==> config.mk <==
export PLATFORM = sky130hd
export DESIGN_NAME = muxn_rr_reg
export DESIGN_NICKNAME = d
export VERILOG_FILES = /design/src/rtl/muxn_pkg.sv /design/src/rtl/rr_arbiter.sv /design/src/rtl/muxn_rr_reg.sv
export SDC_FILE = /design/constraint.sdc
export NUM_CORES = 1
export LEC_CHECK = 0
export ABC_CLOCK_PERIOD_IN_PS = 3300
export BUFFER_PORTS_ARGS = -buffer_cell sky130_fd_sc_hd__buf_4
export CAP_MARGIN = 0
export CORE_MARGIN = 1.5
export CORE_UTILIZATION = 44
export DETAILED_ROUTE_END_ITERATION = 12
export PLACE_DENSITY = 0.83
export SLEW_MARGIN = 40
export SYNTH_ARGS = -nofsm -noshare
export SYNTH_HDL_FRONTEND = slang
export SYNTH_SLANG_ARGS = --single-unit
==> constraint.sdc <==
create_clock -name clk -period 3.3 [get_ports clk]
set_input_delay 0.33 -clock clk [delete_from_list [all_inputs] [get_ports clk]]
set_output_delay 0.33 -clock clk [all_outputs]
set_load 0.005 [all_outputs]
==> src/rtl/muxn_pkg.sv <==
// Shared encodings for the registered N:1 mux: mode values, output-stage
// states and the stall counter width.
package muxn_pkg;

   localparam logic MODE_FIXED = 1'b0;
   localparam logic MODE_RR    = 1'b1;

   localparam int STALL_W = 16;

   typedef enum logic {
      EMPTY = 1'b0,
      FULL  = 1'b1
   } out_state_e;

endpackage

==> src/rtl/rr_arbiter.sv <==
// Combinational round-robin arbiter: grants the first requester found when
// scanning from ptr upward, wrapping modulo N_CH.
module rr_arbiter #(
   parameter int  N_CH  = 4,
   localparam int SEL_W = $clog2(N_CH)
) (
   input  logic [N_CH-1:0]  req,
   input  logic [SEL_W-1:0] ptr,
   output logic             grant_vld,
   output logic [SEL_W-1:0] grant_idx
);

   always_comb begin
      int j;
      // NOTE: every combinational output gets a default first, so no path leaves it unassigned (no latch).
      grant_vld = 1'b0;
      grant_idx = '0;
      j         = 0;
      for (int i = 0; i < N_CH; i++) begin
         j = int'(ptr) + i;
         if (j >= N_CH) j = j - N_CH;
         if (!grant_vld && req[j]) begin
            grant_vld = 1'b1;
            grant_idx = SEL_W'(j);
         end
      end
   end

endmodule

==> src/rtl/muxn_rr_reg.sv <==
// N:1 channel mux with a one-entry registered valid/ready output stage,
// fixed or round-robin selection. Optional stall counter: MUXN_STALL_CNT_EN.
module muxn_rr_reg
   import muxn_pkg::*;
#(
   parameter int  N_CH  = 4,
   parameter int  W     = 8,
   localparam int SEL_W = $clog2(N_CH)
) (
   input  logic              clk,
   input  logic              rst,
   input  logic [N_CH*W-1:0] in_data,
   input  logic [N_CH-1:0]   in_valid,
   output logic [N_CH-1:0]   in_ready,
   input  logic              mode,
   input  logic [SEL_W-1:0]  sel,
   output logic [W-1:0]      out_data,
   output logic [SEL_W-1:0]  out_ch,
   output logic              out_valid,
   input  logic              out_ready
`ifdef MUXN_STALL_CNT_EN
   ,
   output logic [STALL_W-1:0] stall_cnt
`endif
);

   out_state_e       state_q, state_d;
   logic [SEL_W-1:0] rr_ptr, arb_idx, g_idx;
   logic             arb_vld, fix_vld, g_vld, ld, xfer;
   logic [W-1:0]     g_data;

   rr_arbiter #(.N_CH(N_CH)) u_arb (
      .req       (in_valid),
      .ptr       (rr_ptr),
      .grant_vld (arb_vld),
      .grant_idx (arb_idx)
   );

   always_comb begin
      fix_vld  = 1'b0;
      g_data   = '0;
      in_ready = '0;
      // Compare against each legal index so an out-of-range sel can never index past in_valid.
      for (int k = 0; k < N_CH; k++) begin
         if (sel == SEL_W'(k)) fix_vld = in_valid[k];
      end
      if (mode == MODE_FIXED) begin
         g_vld = fix_vld;
         g_idx = sel;
      end else begin
         g_vld = arb_vld;
         g_idx = arb_idx;
      end
      ld   = (state_q == EMPTY) || out_ready;
      xfer = g_vld && ld && !rst;
      for (int k = 0; k < N_CH; k++) begin
         if (g_idx == SEL_W'(k)) begin
            g_data      = in_data[k*W +: W];
            in_ready[k] = xfer;
         end
      end
      state_d = state_q;
      if (ld) state_d = xfer ? FULL : EMPTY;
   end

   assign out_valid = (state_q == FULL);

   // NOTE: sequential state uses non-blocking assignments only; blocking ones here would race with readers.
   always_ff @(posedge clk or posedge rst) begin
      if (rst) begin
         // NOTE: the data/channel registers are reset too, because the consumer-visible reset value is defined as zero.
         state_q  <= EMPTY;
         out_data <= '0;
         out_ch   <= '0;
         rr_ptr   <= '0;
      end else begin
         state_q <= state_d;
         if (xfer) begin
            out_data <= g_data;
            out_ch   <= g_idx;
            if (mode == MODE_RR)
               rr_ptr <= (g_idx == SEL_W'(N_CH-1)) ? '0 : g_idx + 1'b1;
         end
      end
   end

`ifdef MUXN_STALL_CNT_EN
   // Counts back-pressured cycles since the last transfer out; saturates.
   always_ff @(posedge clk or posedge rst) begin
      if (rst)
         stall_cnt <= '0;
      else if (out_valid && out_ready)
         stall_cnt <= '0;
      else if (out_valid && !out_ready && stall_cnt != {STALL_W{1'b1}})
         stall_cnt <= stall_cnt + 1'b1;
   end
`endif

endmodule

==> metrics.md <==
| Metric | Value |
|---|---|
| Run status | finished, final reports clean |
| # DRC | 0 |
| Total number of vias | about 1100 |
| Syn avg cell area | 8.516 um^2 |
| Tot GR Track Use | 0.2086 |
| RSZ-0062 raised after global routing | no |
| Starting Density | 0.4728 |
| Dpl hpwl | roughly 2.2 mm |
| Slew HR | 0.6578 |
| Tmin final | 2.868 ns |
| Placed cells | 203 |
| Total number of H-tree levels | 1 |
| Sequential element share of the synthesized area | 0.3081 |
| Clock transition at path regs | 0.08 ns |
| Placement Rows | 17 |
| Achievable Freq | roughly 350 MHz |
| Final Hold Fails | 0 |
| Cells on worst reg2reg path | 10 |
| Post-route setup TNS | 0 ns |
| Setup Viol. Count Final | 0 |
| Worst-case clock buffer depth | 2 |
| CP Cell Sequence | and4b_1 > a31oi_1 > a31oi_1 > o32ai_4 > ha_1 > inv_1 > nor2_1 > buf_4 |
| First-pass GRT wire length | 4.278 mm |
| Max Cap Viol | 0 |
| Hold slack | around 0.044 ns |
| Reg-to-reg slack, setup | just under 0.6 ns |
| Crit share post-route | 0.8691 |
| Area Overhead vs Synth | 42.77% |
| Port Buffers | 56 |
| Ports | 57 |
| Ys async rst share | 1.000 |
| Layout cells sized above 1 | 0.3966 |
| Worst hold path class | in2async |
| Critical path launch point type | flip-flop |
| Kind of critical path | reg2out |
| Cell Pwr Density | 580.2 nW/um^2 |
| CTS buffer count | 3 |
| DRT Wirelength | around 2.6 mm |
| Vias per Instance | roughly 5.3 |
| # clock sinks | 13 |
| Worst EP arrival | approximately 2.5 ns |
| DR iter-0 viols | 9 |
| Fin nets | approximately 230 |
| Setup ws final | between 0.4 and 0.5 ns |
| Most frequent CP cell | a31oi_1 |
| Finished Layout Cells | between 200 and 250 |
| Post-Place Worst Slack | around 0.63 ns |
| Largest net degree at the start of global routing | 24 |
| Die area | approximately 2700 um^2 |
| CP peak stage delay | between 0.5 and 0.6 ns |
| Synth warnings | 0 |
| Post-Syn Area | approximately 1100 um^2 |
| Most frequent cells in the layout | buf_4, nor2_1, dfrtp_1 |
| Req. time, crit path | between 2 and 3 ns |
| Worst path slowest cell | ha_1 |
| Worst vdd ir | between 0.0003 and 0.0004 V |
| Slew Limit Fails | 0 |
| Antenna Nets Post-Route | 0 |
| Syn_nets | 170 |
| Crit-path leading delay family | compound AO/OA/AOI/OAI gates |
| Critical Path Fanout Max | 17 |
| Critical Path End Type | primary output |
| Fin Clk Skew | 0.002403 ns |
| CTS Root Cell | clkbuf_4 |
| Worst r2r dst | out_data[5] |
| Number of synthesized flops with an enable pin | 0 |
| Leakage | 0.7327 nW |
| CTS Hold Buffers Added | 0 |
| Netlist cell types | 36 |
| DIE WIDTH | 51.99 um |
| DR pass1 iterations | 5 |
| Commonest non-fill, non-tap cell in the layout | buf_4 |
| Post-CTS resize count | 0 |
| Die Y | roughly 52 um |
| Post-Syn Instances | between 100 and 150 |
| Worst R2R Start | rr_ptr[0] |
| Vias in the first global route | 990 |
| Gpl congestion | 0.8375 |
| Slew @ Worst Pin | between 0.5 and 0.6 ns |
| Initial antenna violation count | 0 |
| Core Area | between 2000 and 2500 um^2 |
| Ys flop type | dfrtp_1 |
| Clock network latency to the later pin of the worst-skew pair | ~0.27 ns |
| Util after Layout | 0.6751 |
| Post-DR wirelength/cell | about 13 um |
| Setup Buffers After CTS | 0 |
| GR Overflow Total | 0 |
| Antenna Cells | 0 |
| Crit path buf inv count | 2 |
| CTS tree | yes |
| Yosys reg bits | 13 |
[registers in the layout, summed over array words and instances (netlist names)]
| name | flops |
|---|---|
| out_data | 8 |
| rr_ptr | 2 |
| out_valid | 1 |
| out_ch | 2 |
[report_power, final]
part / internal (mW) / total, mW / switching (mW)
Clock: 0.0468 / 0.0968 / 0.0500
Combinational: 0.255 / 0.497 / 0.242
Sequential: 0.226 / 0.281 / 0.0551
Total: 0.527 / 0.875 / 0.347
[per-layer routing]
metal	up-vias	track usage	part of all wire
met5	-	0	0
met4	0	0.05263	0
met3	0	0.008621	0.041
met2	33	0.3354	0.48
met1	506	0.3062	0.48
li1	558	-	-
[worst register-to-register path, delay by kind of cell (launching register included)]
family	cells	cell delay, ns
compound gates	6	1.23
flops	1	0.46
fa+ha+maj	1	0.40
simple gates	3	0.50
[layout make-up]
class,count,area [um^2]
Fill cell,180,725.7
Timing Repair Buffer,57,427.9
Multi-Input combinational cell,94,651.9
Inverter,11,41.29
Sequential cell,13,325.3
Clock buffer,4,26.28
Tap cell,28,35.03
[how the worst max path moves through the flow]
stage,start,to,slack (ns),cells past startpoint
CTS,rr_ptr[0],in_ready[3],0.44,8
finish,rr_ptr[0],in_ready[3],0.43,8
detailed placement,rr_ptr[0],out_data[5],0.63,10
global route,rr_ptr[0],in_ready[3],0.17,8
global placement,in_valid[2],out_data[1],0.70,12
floorplan,rr_ptr[0],out_data[2],0.84,11
[Yosys cell counts, drive strengths merged, types with 2 or more instances]
master	count	area share
a31oi	2	0.012
buf	2	0.021
nand2b	2	0.012
ha	4	0.047
a21oi	12	0.060
o21ai	10	0.055
mux2	3	0.032
dfrtp	13	0.31
clkbuf	4	0.014
nor3	9	0.043
nand3b	2	0.014
inv	11	0.039
a221oi	7	0.058
nand2	12	0.043
nor2	14	0.050
nor2b	2	0.012
[per-stage QoR]
stage,power (mW),instance area (um^2)
2_1_floorplan,0.5805,1056
3_3_place_gp,0.7657,1481
3_5_place_dp,0.7781,1481
5_1_grt,0.9503,1508
4_1_cts,0.8777,1508
6_report,0.8748,1508
[logic make-up (layout without fill, tap and decap cells)]
group,count (synthesis),after routing,synth area share
muxes,4,4,0.05687
xor gates and xnor gates,1,1,0.008295
DFF,13,13,0.3081
buffers and inverters,17,72,0.07464
and+or+nand+nor,47,47,0.2251
adders and majority gates,4,4,0.04740
AOI/OAI and AO/OA,38,38,0.2796
Power figures use the tool's default switching activity.
